File: config.mk
export PLATFORM = sky130hd
export DESIGN_NAME = dmem_arbiter_flat
export DESIGN_NICKNAME = d
export VERILOG_FILES = /design/src/rtl/dmem_arbiter_if.sv /design/src/rtl/dmem_arbiter.sv /design/src/flat_wrapper.sv
export SDC_FILE = /design/constraint.sdc
export NUM_CORES = 1
export LEC_CHECK = 0
export BUFFER_PORTS_ARGS = -buffer_cell sky130_fd_sc_hd__buf_4
export CORE_MARGIN = 2
export CORE_UTILIZATION = 45
export CTS_CLUSTER_SIZE = 10
export DETAILED_ROUTE_END_ITERATION = 8
export HOLD_SLACK_MARGIN = 0.08
export PLACE_DENSITY = 0.95
export SLEW_MARGIN = 20
export SYNTH_ARGS = -nofsm -noshare
export SYNTH_HDL_FRONTEND = slang
export SYNTH_SLANG_ARGS = --single-unit
File: constraint.sdc
create_clock -name clk -period 2.1 [get_ports clk]
set_input_delay 0.42 -clock clk [delete_from_list [all_inputs] [get_ports clk]]
set_output_delay 0.42 -clock clk [all_outputs]
set_load 0.05 [all_outputs]
File: src/rtl/dmem_arbiter_if.sv
// Request/response and memory-side bundle for dmem_arbiter.
// slave modport: the arbiter (takes requests and mem_dout, drives ready/rsp/busy/mem_*).
// master modport: the requesters plus the memory instance around it.
interface dmem_arbiter_if #(
    parameter int DWIDTH = 32,
    parameter int AWIDTH = 10
);
    localparam int NBYTES = DWIDTH / 8;

    // Port 0: CPU load/store path
    logic              req0_valid;
    logic              req0_ready;
    logic [NBYTES-1:0] req0_wbe;
    logic [AWIDTH-1:0] req0_addr;
    logic [DWIDTH-1:0] req0_wdata;
    logic              rsp0_valid;
    logic [DWIDTH-1:0] rsp0_rdata;

    // Port 1: debug/loader path
    logic              req1_valid;
    logic              req1_ready;
    logic [NBYTES-1:0] req1_wbe;
    logic [AWIDTH-1:0] req1_addr;
    logic [DWIDTH-1:0] req1_wdata;
    logic              rsp1_valid;
    logic [DWIDTH-1:0] rsp1_rdata;

    // Status and memory side
    logic              busy;
    logic              mem_en;
    logic [NBYTES-1:0] mem_wbe;
    logic [AWIDTH-1:0] mem_addr;
    logic [DWIDTH-1:0] mem_din;
    logic [DWIDTH-1:0] mem_dout;

    modport slave (
        input  req0_valid, req0_wbe, req0_addr, req0_wdata,
        input  req1_valid, req1_wbe, req1_addr, req1_wdata,
        input  mem_dout,
        output req0_ready, rsp0_valid, rsp0_rdata,
        output req1_ready, rsp1_valid, rsp1_rdata,
        output busy, mem_en, mem_wbe, mem_addr, mem_din
    );

    modport master (
        output req0_valid, req0_wbe, req0_addr, req0_wdata,
        output req1_valid, req1_wbe, req1_addr, req1_wdata,
        output mem_dout,
        input  req0_ready, rsp0_valid, rsp0_rdata,
        input  req1_ready, rsp1_valid, rsp1_rdata,
        input  busy, mem_en, mem_wbe, mem_addr, mem_din
    );
endinterface

File: src/rtl/dmem_arbiter.sv
// Two-port round-robin arbiter in front of a byte-write-enable data memory, with optional zero-fill after reset.
// Latency: request accepted in the cycle it is granted; read data registered, rspN_valid one cycle after acceptance.
// Backpressure: reqN_ready is low for the losing port of a tie and for both ports during reset or the clear sweep.
// Ports: clk, rst_n (synchronous, active-low); bus (slave modport) carries req0/1, rsp0/1, busy and mem_* signals.
module dmem_arbiter #(
    parameter int DWIDTH         = 32,
    parameter int AWIDTH         = 10,
    parameter int CLEAR_ON_RESET = 1
) (
    input  logic           clk,
    input  logic           rst_n,
    dmem_arbiter_if.slave  bus
);
    localparam logic [AWIDTH:0] LAST_ADDR = {1'b0, {AWIDTH{1'b1}}};
    localparam logic [AWIDTH:0] CNT_ONE   = {{AWIDTH{1'b0}}, 1'b1};

    typedef enum logic {
        ST_CLEAR = 1'b0,
        ST_SERVE = 1'b1
    } state_t;

    state_t            r_state;
    logic [AWIDTH:0]   r_clr_cnt;      // one extra bit so the last address is never confused with a wrap
    logic              r_last_grant;   // 1 after reset so port 0 wins the first tie
    logic              r_rsp0_valid;
    logic              r_rsp1_valid;
    logic [DWIDTH-1:0] r_rsp0_rdata;
    logic [DWIDTH-1:0] r_rsp1_rdata;

    logic w_serve;
    logic w_gnt0;
    logic w_gnt1;

    // Grants are gated by rst_n so nothing is accepted while reset is asserted.
    assign w_serve = rst_n && (r_state == ST_SERVE);
    assign w_gnt0  = w_serve && bus.req0_valid && (!bus.req1_valid || r_last_grant);
    assign w_gnt1  = w_serve && bus.req1_valid && (!bus.req0_valid || !r_last_grant);

    assign bus.req0_ready = w_gnt0;
    assign bus.req1_ready = w_gnt1;
    assign bus.busy       = (r_state == ST_CLEAR);
    assign bus.rsp0_valid = r_rsp0_valid;
    assign bus.rsp1_valid = r_rsp1_valid;
    assign bus.rsp0_rdata = r_rsp0_rdata;
    assign bus.rsp1_rdata = r_rsp1_rdata;

    always_comb begin
        bus.mem_en   = 1'b0;
        bus.mem_wbe  = '0;
        bus.mem_addr = '0;
        bus.mem_din  = '0;
        if (rst_n && (r_state == ST_CLEAR)) begin
            bus.mem_en   = 1'b1;
            bus.mem_wbe  = '1;
            bus.mem_addr = r_clr_cnt[AWIDTH-1:0];
        end else if (w_gnt0) begin
            bus.mem_en   = 1'b1;
            bus.mem_wbe  = bus.req0_wbe;
            bus.mem_addr = bus.req0_addr;
            bus.mem_din  = bus.req0_wdata;
        end else if (w_gnt1) begin
            bus.mem_en   = 1'b1;
            bus.mem_wbe  = bus.req1_wbe;
            bus.mem_addr = bus.req1_addr;
            bus.mem_din  = bus.req1_wdata;
        end
    end

    always_ff @(posedge clk) begin
        if (!rst_n) begin
            r_state      <= (CLEAR_ON_RESET != 0) ? ST_CLEAR : ST_SERVE;
            r_clr_cnt    <= '0;
            r_last_grant <= 1'b1;
            r_rsp0_valid <= 1'b0;
            r_rsp1_valid <= 1'b0;
            r_rsp0_rdata <= '0;
            r_rsp1_rdata <= '0;
        end else begin
            // Responses are single-cycle pulses; rdata holds until the next read on that port.
            r_rsp0_valid <= 1'b0;
            r_rsp1_valid <= 1'b0;
            case (r_state)
                ST_CLEAR: begin
                    r_clr_cnt <= r_clr_cnt + CNT_ONE;
                    if (r_clr_cnt == LAST_ADDR) begin
                        r_state <= ST_SERVE;
                    end
                end
                ST_SERVE: begin
                    if (w_gnt0) begin
                        r_last_grant <= 1'b0;
                        if (bus.req0_wbe == '0) begin
                            r_rsp0_valid <= 1'b1;
                            r_rsp0_rdata <= bus.mem_dout;
                        end
                    end else if (w_gnt1) begin
                        r_last_grant <= 1'b1;
                        if (bus.req1_wbe == '0) begin
                            r_rsp1_valid <= 1'b1;
                            r_rsp1_rdata <= bus.mem_dout;
                        end
                    end
                end
            endcase
        end
    end
endmodule
File: src/flat_wrapper.sv
// flat-port wrapper written by rule: the top's interface ports become plain ports
module dmem_arbiter_flat 
#(
    parameter int DWIDTH         = 32,
    parameter int AWIDTH         = 10,
    parameter int CLEAR_ON_RESET = 1
)
  (clk, rst_n, bus_req0_valid, bus_req0_wbe, bus_req0_addr, bus_req0_wdata, bus_req1_valid, bus_req1_wbe, bus_req1_addr, bus_req1_wdata, bus_mem_dout, bus_req0_ready, bus_rsp0_valid, bus_rsp0_rdata, bus_req1_ready, bus_rsp1_valid, bus_rsp1_rdata, bus_busy, bus_mem_en, bus_mem_wbe, bus_mem_addr, bus_mem_din);
  dmem_arbiter_if #(.DWIDTH(DWIDTH), .AWIDTH(AWIDTH)) bus_i ();
  input  logic clk;
  input  logic rst_n;
  input wire logic [$bits(bus_i.req0_valid)-1:0] bus_req0_valid;
  input wire logic [$bits(bus_i.req0_wbe)-1:0] bus_req0_wbe;
  input wire logic [$bits(bus_i.req0_addr)-1:0] bus_req0_addr;
  input wire logic [$bits(bus_i.req0_wdata)-1:0] bus_req0_wdata;
  input wire logic [$bits(bus_i.req1_valid)-1:0] bus_req1_valid;
  input wire logic [$bits(bus_i.req1_wbe)-1:0] bus_req1_wbe;
  input wire logic [$bits(bus_i.req1_addr)-1:0] bus_req1_addr;
  input wire logic [$bits(bus_i.req1_wdata)-1:0] bus_req1_wdata;
  input wire logic [$bits(bus_i.mem_dout)-1:0] bus_mem_dout;
  output wire logic [$bits(bus_i.req0_ready)-1:0] bus_req0_ready;
  output wire logic [$bits(bus_i.rsp0_valid)-1:0] bus_rsp0_valid;
  output wire logic [$bits(bus_i.rsp0_rdata)-1:0] bus_rsp0_rdata;
  output wire logic [$bits(bus_i.req1_ready)-1:0] bus_req1_ready;
  output wire logic [$bits(bus_i.rsp1_valid)-1:0] bus_rsp1_valid;
  output wire logic [$bits(bus_i.rsp1_rdata)-1:0] bus_rsp1_rdata;
  output wire logic [$bits(bus_i.busy)-1:0] bus_busy;
  output wire logic [$bits(bus_i.mem_en)-1:0] bus_mem_en;
  output wire logic [$bits(bus_i.mem_wbe)-1:0] bus_mem_wbe;
  output wire logic [$bits(bus_i.mem_addr)-1:0] bus_mem_addr;
  output wire logic [$bits(bus_i.mem_din)-1:0] bus_mem_din;
  assign bus_i.req0_valid = bus_req0_valid;
  assign bus_i.req0_wbe = bus_req0_wbe;
  assign bus_i.req0_addr = bus_req0_addr;
  assign bus_i.req0_wdata = bus_req0_wdata;
  assign bus_i.req1_valid = bus_req1_valid;
  assign bus_i.req1_wbe = bus_req1_wbe;
  assign bus_i.req1_addr = bus_req1_addr;
  assign bus_i.req1_wdata = bus_req1_wdata;
  assign bus_i.mem_dout = bus_mem_dout;
  assign bus_req0_ready = bus_i.req0_ready;
  assign bus_rsp0_valid = bus_i.rsp0_valid;
  assign bus_rsp0_rdata = bus_i.rsp0_rdata;
  assign bus_req1_ready = bus_i.req1_ready;
  assign bus_rsp1_valid = bus_i.rsp1_valid;
  assign bus_rsp1_rdata = bus_i.rsp1_rdata;
  assign bus_busy = bus_i.busy;
  assign bus_mem_en = bus_i.mem_en;
  assign bus_mem_wbe = bus_i.mem_wbe;
  assign bus_mem_addr = bus_i.mem_addr;
  assign bus_mem_din = bus_i.mem_din;
  dmem_arbiter #(.DWIDTH(DWIDTH), .AWIDTH(AWIDTH), .CLEAR_ON_RESET(CLEAR_ON_RESET)) u_core (.clk(clk), .rst_n(rst_n), .bus(bus_i));
endmodule
---- Word level (Yosys, flattened, before mapping) ----
Index checks and enable logic that the tools add are counted.
word-level totals
  memories ................................ 0
  bits in read-only memories .............. 0
  flip-flop bits (word level) ............. 79
  input bits .............................. 128
  output and inout bits ................... 116
  latch bits .............................. 0
  memory bits (writable) .................. 0
operators by class
  multipliers ............................. 0
  magnitude comparators ................... 0
  div/mod/pow operators ................... 0
  shift-type cells ........................ 0
  multiplexer cells ....................... 18
  equality and inequality tests ........... 1
  bitwise gates (word level) .............. 4
  $add $sub $neg .......................... 1
  reduce and logical (&&, ||, !) cells .... 19
operators with widths
  cell                                              number
  2-to-1 mux 32 bit                                 3
  2-to-1 mux 10 bit                                 3
  2-to-1 mux 4 bit                                  3
  adder 11 x 1 -> 11 bit (second input constant)    1
  == test 11 x 10 -> 1 bit (second input constant)  1
  2-to-1 mux 1 bit                                  9
  logical NOT 4 bit                                 2
  logical AND 1 bit                                 6
  AND reduction 3 bit                               2
  inverter 1 bit                                    4
  AND reduction 4 bit                               1
  OR reduction 4 bit                                1
  logical NOT 1 bit                                 3
  logical OR 1 bit                                  2
  AND reduction 2 bit                               1
  nonzero test 2 bit                                1

---- Longest topological paths before layout ----
Gate-level depths: netlist (run 1).
  depth in word-level cells ............... 6
  gate-level depth with buffers ........... 5
  mapped depth without buffers ............ 4

---- Worst setup path after synthesis (run 1) ----
Ideal clock, no wire load.
  path kind ............................... input-to-output
  start ................................... input bus_req1_valid
  end ..................................... output bus_mem_din[22]
  path buffers ............................ 1
  cell stages on the path ................. 4
  arrival ................................. 1573 ps
  required time ........................... 1680 ps
  slack ................................... 107 ps
  cell sequence ........................... and2_1 -> and3_1 -> buf_2 -> a22o_1
between the ends
  cells in the longest elaborated chain, start to end .. 5
ends and longest elaborated chain
  element                          line                text
  from (decl)                      flat_wrapper.sv:16  input wire logic [$bits(bus_i.req1_valid)-1:0] bus_req1_valid;
  logical AND 1 bit (2 in series)  dmem_arbiter.sv:37  assign w_gnt1 = w_serve && bus.req1_valid && (!bus.req0_valid || !r_last_grant);
  net bus_req1_ready               flat_wrapper.sv:24  output wire logic [$bits(bus_i.req1_ready)-1:0] bus_req1_ready;
  2-to-1 mux 32 bit                dmem_arbiter.sv:61  end else if (w_gnt1) begin
  2-to-1 mux 32 bit                dmem_arbiter.sv:56  end else if (w_gnt0) begin
  2-to-1 mux 32 bit                dmem_arbiter.sv:52  if (rst_n && (r_state == ST_CLEAR)) begin
  to (decl)                        flat_wrapper.sv:31  output wire logic [$bits(bus_i.mem_din)-1:0] bus_mem_din;
The timed path passes the listed nets, and every way through them passes these cells.

---- Final worst setup path (run 1) ----
  start ................................... register u_core.r_state
  end ..................................... output bus_mem_en
between the ends
  cells in the longest elaborated chain, start to end .. 6
ends and longest elaborated chain
  element                          line                text
  from (decl)                      dmem_arbiter.sv:22  state_t r_state;
  from (signal assigned)           dmem_arbiter.sv:71  r_state <= (CLEAR_ON_RESET != 0) ? ST_CLEAR : ST_SERVE;
  logical AND 1 bit                dmem_arbiter.sv:35  assign w_serve = rst_n && (r_state == ST_SERVE);
  logical AND 1 bit (2 in series)  dmem_arbiter.sv:37
  2-to-1 mux 1 bit                 dmem_arbiter.sv:61
  2-to-1 mux 1 bit                 dmem_arbiter.sv:56
  2-to-1 mux 1 bit (*)             dmem_arbiter.sv:52
  to (decl)                        flat_wrapper.sv:28  output wire logic [$bits(bus_i.mem_en)-1:0] bus_mem_en;
Every way passes the cells marked *; elsewhere a longest branch is shown, timed or not.

==> results.toml, run 1 <==
[job]
max_cap_violations = 0

[synth]
synth-simple-area-share_pct = 18.6
synth_ff_type = "dfxtp_1"
syn_nets = 516
synth_compound_area_share_pct = 13.6
yosysWarnings = 0
synth_fa_ha_area_share_pct = 0.345
synth_top_family_by_area = "simple AND/OR/NAND/NOR gates"
post_synth.cell_area_avg_um2 = 9.37
yosys.area_share.xor_xnor_pct = 0.966
synth_cell_types = 35
synth.ff_latch_count = 79
post_synth_mux_area_share_pct = 18.2
synth_edf_count = 0
netlist_instances = 387
synth_area_um2 = 3630
async_flop_share_pct = 0
ys_seq_area_share_pct = 43.6

[setup_path]
r2r_slack_ps = 430
reg2reg_to = "u_core.bus.rsp1_rdata[0]"
crit_required_ps = 1680
rr_startpoint = "u_core.r_state"
path_max_fanout = 18
setup.worst_path.start = "u_core.r_state"
critPathKind = "flip-flop to output pin"
cp_data_arrival_time_ps = 1700
cp-start-kind = "flip-flop"
ff2ff_path_depth = 5
end_kind = "output pin"

[drt]
routed_wl_um = 13100
post_drt_wl_per_cell_um = 17.9
via_count = 3908
route.detailed.drc = 0
drtIter0Drc = 118
ant_nets = 0
drt_first_pass_iters = 4
via_per_inst = 5.35

[global_route]
antenna_found_initial = 0
grt_usage_pct = 28.8
grt_max_degree = 97
grt_pass1_wl_um = 19400
grt_pass1_vias = 3979
grt-ovfl-total = 0

[power]
peakVddDrop_mv = 0.492
leakagePower_nw = 3.22
power-per-cell-area_nw_per_um2 = 507
power_mw = 2.99

[place]
globalplace.congestion = 0.915
port_buffers = 243
pre_cts_slack_ps = 24.5
place_area_um2 = 5550
hpwl_um = 9920

[cells_and_area]
drive_above_1_share_pct = 46.1
diodes = 0
nets = 753
area_growth_pct = 62.4
stdcell_area_um2 = 5890

[clock_network]
ctsRootBufferMaster = "clkbuf_8"
numCtsBuffers = 9
cts_sinks = 79
cts_tree = "yes"
clk_pin_slew_ps = 80
clockBufferDepth = 2
holdBufCountCts = 0
htree_levels = 3
clk_latency_ps = 350

[worst_hold_path]
hold-path-endpoint = "u_core.bus.rsp0_rdata[20]"
min_path_cells = 3
min_from = "bus_mem_dout[20]"
hp-class = "input pin to flip-flop"

[floorplanning]
die_w_um = 93.8
start_util_pct = 46.7
boundaryPins = 244
die_y_um = 93.8
rows = 32
die_area_um2 = 8790
core_um2 = 7770

[run_status]
violations = "negative setup slack"
outcome = "finished, violations left"

[sta]
rsz0062_at_grt = "yes"
finalSetupViolCount = 2
worst_slew_pin_slew_ps = 886
worst_slack_ps = -22.3
hold_viol_final = 0
period_share_pct = 101
period_minus_slack_ps = 2120
slew_headroom_pct = 40.9
hold_ws_ps = 344
tns_ps = -23.9
slew_viol_final = 0
fin_worst_skew_ps = 5.88
timing.fmax_mhz = 471
[worst max-delay path, cell delays in order, from the launching register on]
cell     delay [ps]
dfxtp_2         330
and3_4          150
and2_4          170
buf_12          140
or3_4           400
buf_8           160
[registers in the layout, summed over array words and instances, names as in the netlist]
signal / count
u_core.r_state: 1
u_core.bus.rsp1_rdata: 32
u_core.r_clr_cnt: 11
u_core.bus.rsp0_valid: 1
u_core.r_last_grant: 1
u_core.bus.rsp1_valid: 1
u_core.bus.rsp0_rdata: 32
[cell usage after synthesis (all sizes together), types with 3 or more instances]
cell / instances / area, µm²
nor3: 3 / 15.0
clkbuf: 11 / 41.3
a22o: 32 / 280
dfxtp: 79 / 1580
a221o: 14 / 140
buf: 19 / 103
nor4: 4 / 31.3
or4: 4 / 30.0
nand4: 3 / 25.0
nor2: 6 / 22.5
inv: 7 / 26.3
nand2: 100 / 375
a21oi: 5 / 25.0
and2: 9 / 57.6
and3: 3 / 18.8
mux2i: 66 / 661
o31ai: 4 / 30.0
[layer usage]
layer	share of wire [%]	routed length, µm	track usage [%]	up-vias
met1	36	4750	30.2	1813
met4	3.7	488	12.2	0
met3	12	1530	13.8	44
li1	-	-	-	1836
met5	0	0	0	-
met2	48	6340	49.2	215
[stage by stage]
| stage | cells | utilization [%] |
|---|---|---|
| finish | 731 | 75.8 |
| global route | 731 | 75.8 |
| CTS | 731 | 75.4 |
| detailed placement | 714 | 71.5 |
| global placement | 714 | 71.5 |
| floorplan | 387 | - |
[worst max-delay path by stage]
stage / slack [ps] / endpoint
global route: -60 / bus_mem_en
detailed placement: 20 / bus_mem_din[23]
finish: -20 / bus_mem_en
global placement: 60 / bus_mem_en
floorplan: 110 / bus_mem_din[22]
CTS: -10 / bus_mem_en
[cells by family after synthesis]
family                     after synthesis
AOI/OAI and AO/OA                       58
xor gates and xnor gates                 4
adders and majority gates                1
buffers and inverters                   37
DFF                                     79
muxes                                   66
and+or+nand+nor                        142
[area by class of cell]
class | instances | area (µm²)
repair buffers | 256 | 2030
inverters | 7 | 26.3
well taps | 102 | 128
fillers | 478 | 1880
multi-input cells | 271 | 1920
clock inverters | 5 | 57.6
clock buffers | 11 | 141
flip-flops and latches | 79 | 1580
[what timing repair did]
| item | in CTS | in global routing |
|---|---|---|
| pin swaps | 1 | 7 |
| setup endpoints to repair | 45 | 27 |
| gates resized for setup | 27 | 12 |
| setup buffers | 1 | 0 |
[placed cells by master (no fill, tap or decap), drive strengths merged, types with 3 or more instances in the layout]
master    Yosys  layout
a22o         32      32
or4           4       4
mux2i        66      66
nor4          4       4
nor2          6       6
nor3          3       3
inv           7       7
nand4         3       3
nand2       100     100
clkinvlp      0       3
and2          9       9
dfxtp        79      79
o31ai         4       4
a221o        14      14
a21oi         5       5
buf          19     256
clkbuf       11      11
and3          3       3
[power breakdown]
part | switching (mW) | internal, mW
Combinational | 0.149 | 0.197
Sequential | 0.00998 | 1.50
Clock | 0.551 | 0.580
Total | 0.710 | 2.28
(Power assumes the default switching activity.)
==> inputs of run 2 (changes only) <==
--- a/config.mk
+++ b/config.mk
@@ -5,14 +5,16 @@
 export SDC_FILE = /design/constraint.sdc
 export NUM_CORES = 1
 export LEC_CHECK = 0
+export ABC_AREA = 1
 export BUFFER_PORTS_ARGS = -buffer_cell sky130_fd_sc_hd__buf_4
+export CORE_ASPECT_RATIO = 1.4
 export CORE_MARGIN = 2
 export CORE_UTILIZATION = 45
 export CTS_CLUSTER_SIZE = 10
 export DETAILED_ROUTE_END_ITERATION = 8
 export HOLD_SLACK_MARGIN = 0.08
-export PLACE_DENSITY = 0.95
-export SLEW_MARGIN = 20
+export PLACE_DENSITY = 0.93
+export SLEW_MARGIN = 40
 export SYNTH_ARGS = -nofsm -noshare
 export SYNTH_HDL_FRONTEND = slang
 export SYNTH_SLANG_ARGS = --single-unit
==> run 2 against run 1 <==
  * The flow now finishes without violations
  * Fmax up 3.4%
  * Clock-buffer cell count decreased by 2
  * Worst setup slack better by 69 ps
  * Clock skew rose by 6.1 ps
  * Sequential power is essentially flat
  * Non-clock buffer count rose by 6
  * Hold slack worse by 14 ps
  * Sequential share of layout area fell by 1.4 points
  * Critical path type unchanged
  * Clock power grew 26%
  * Wire length rose by 15%
  * Combinational power increased by 3%
  * Flip-flop and latch count stayed put
==> results.toml, run 2 <==
[run_status]
outcome = "complete, no violations"

[floorplanning]
die_y_um = 113
die_area_um2 = 9230
die_w_um = 81.8
rows = 39
core_um2 = 8200
boundaryPins = 244
start_util_pct = 46.5

[worst_hold_path]
min_path_cells = 3
min_from = "bus_mem_dout[25]"
hold-path-endpoint = "u_core.bus.rsp1_rdata[25]"
hp-class = "input pin to flip-flop"

[sta]
timing.fmax_mhz = 487
slew_headroom_pct = 74.2
tns_ps = 0
worst_slack_ps = 46.5
period_minus_slack_ps = 2050
fin_worst_skew_ps = 11.9
period_share_pct = 97.8
worst_slew_pin_slew_ps = 387
hold_viol_final = 0
finalSetupViolCount = 0
slew_viol_final = 0

[synth]
netlist_instances = 544
synth_top_area_share_pct = 41.5
synthTopCellsByArea = "dfxtp_1 42%, nand2_1 12%, nor2_1 11%"
synth_area_um2 = 3810
synth_ff_type = "dfxtp_1"
ys_seq_area_share_pct = 41.5
yosysWarnings = 0
async_flop_share_pct = 0
synth.ff_latch_count = 79
synth_cell_types = 27
post-synth-top-count-cell = "nand2_1"
ys_top_cells_by_count = "119 x nand2_1, 110 x nor2_1, 79 x dfxtp_1"
synth_edf_count = 0
post_synth.cell_area_avg_um2 = 7.00
yosys.area.top_type = "dfxtp_1"
syn_nets = 673

[setup_path]
critPathKind = "flip-flop to output pin"
ff2ff_path_depth = 8
cp-start-kind = "flip-flop"
critical-path-max-stage-delay_ps = 330
path_max_fanout = 21
end_kind = "output pin"
crit_family = "buffers and inverters"
reg2reg_to = "u_core.bus.rsp1_rdata[18]"
critical_path_buf_inv_count = 3
path_cells = "nand2_1, nand2_4, clkinv_4, buf_16, a22o_1, buf_4"
slowest_stage = "dfxtp_1"
r2r_slack_ps = 530
cp_data_arrival_time_ps = 1630
crit_required_ps = 1680
rr_startpoint = "u_core.r_state"

[clock_network]
holdBufCountCts = 0
clk_latency_ps = 340
htree_levels = 3
clockBufferDepth = 2
numCtsBuffers = 9
clk_pin_slew_ps = 60
cts_tree = "yes"
ctsRootBufferMaster = "clkbuf_16"
cts_sinks = 79

[place]
dp.cells = 867
port_buffers = 243
hpwl_um = 11100
place_area_um2 = 5720
globalplace.congestion = 0.891
pre_cts_slack_ps = -11.8

[cells_and_area]
mostFrequentLayoutCells = "240 x buf_4, 118 x nand2_1, 107 x nor2_1"
seqCellArea_um2 = 1590
stdcell_area_um2 = 6220
area_growth_pct = 63.3
final_common_cell = "buf_4"
n_fill_cell = 559
drive_above_1_share_pct = 38.9
final_cell_count_no_fill = 894
multi_input_area_um2 = 1890
nets = 911

[power]
power-per-cell-area_nw_per_um2 = 528
power_mw = 3.28
peakVddDrop_mv = 0.489
leakagePower_nw = 3.15

[global_route]
grt_usage_pct = 30.9
antenna_found_initial = 7
grt_max_degree = 66
met3_usage_pct = 15.1
use_met1_pct = 33.7
grt_pass1_wl_um = 21600
grt_pass1_vias = 4303
grtUsageMet2_pct = 50.2
grt-busiest-layer = "met2"
grt-ovfl-total = 0

[drt]
drt_first_pass_iters = 7
route.detailed.drc = 0
via_per_inst = 5.15
post_drt_wl_per_cell_um = 16.9
via_count = 4608
routed_wl_um = 15100
drtIter0Drc = 420
ant_nets = 0

[job]
max_cap_violations = 0
[run 2: kinds of logic (layout without fill, tap and decap cells)]
| family | after synthesis | after routing | share of synthesized area, % |
|---|---|---|---|
| and+or+nand+nor | 285 | 285 | 32.3 |
| buffers and inverters | 95 | 338 | 11.0 |
| adders and majority gates | 1 | 1 | 0.328 |
| other | 0 | 5 | 0 |
| AOI/OAI and AO/OA | 84 | 84 | 14.8 |
| DFF | 79 | 79 | 41.5 |
[run 2: worst max-delay path by stage]
stage,depth (start not counted),endpoint,slack [ps],from
global placement,6,bus_mem_wbe[1],20,rst_n
global route,7,bus_mem_din[0],-10,u_core.r_state
finish,6,bus_mem_din[0],50,u_core.r_last_grant
floorplan,7,bus_mem_wbe[0],-140,u_core.r_state
detailed placement,6,bus_mem_wbe[1],-10,rst_n
CTS,7,bus_mem_din[23],20,u_core.r_state
[run 2: report_power, final]
group	total [mW]	leakage, nW	switching, mW	internal (mW)
Sequential	1.51	0.637	0.00599	1.50
Combinational	0.357	2.37	0.165	0.192
Clock	1.42	0.140	0.617	0.801
Total	3.28	3.15	0.787	2.49
[run 2: area by class of cell]
cell class / instances / area share (%)
diodes: 5 / 0.201
clock buffers: 9 / 3.62
clock inverters: 7 / 0.744
inverters: 60 / 3.70
multi-input cells: 370 / 30.3
flip-flops and latches: 79 / 25.5
well taps: 102 / 2.05
repair buffers: 262 / 33.9
[run 2: worst min-delay path, cell delays in order]
cell and delay, ps:
buf_4 90, nor3_2 30, nor2_1 80
[run 2: repair_timing]
action,in CTS,in global routing
endpoints found under the hold margin,0,0
endpoints found under the setup margin,48,47
cloned,1,2
setup buffers,2,1
resized for setup,18,14
pin swaps,0,1
[run 2: per-layer routing]
layer	vias to the layer above	wire (µm)
li1	2230	-
met1	2080	5350
met2	252	7300
met3	42	1950
met4	4	490
met5	-	30
[run 2: stage by stage]
step | util (%) | hold WS, ps
global placement | 69.7 | 467
floorplan | - | 455
global route | 75.8 | 344
finish | 75.9 | 330
detailed placement | 69.7 | 475
CTS | 74.3 | 322
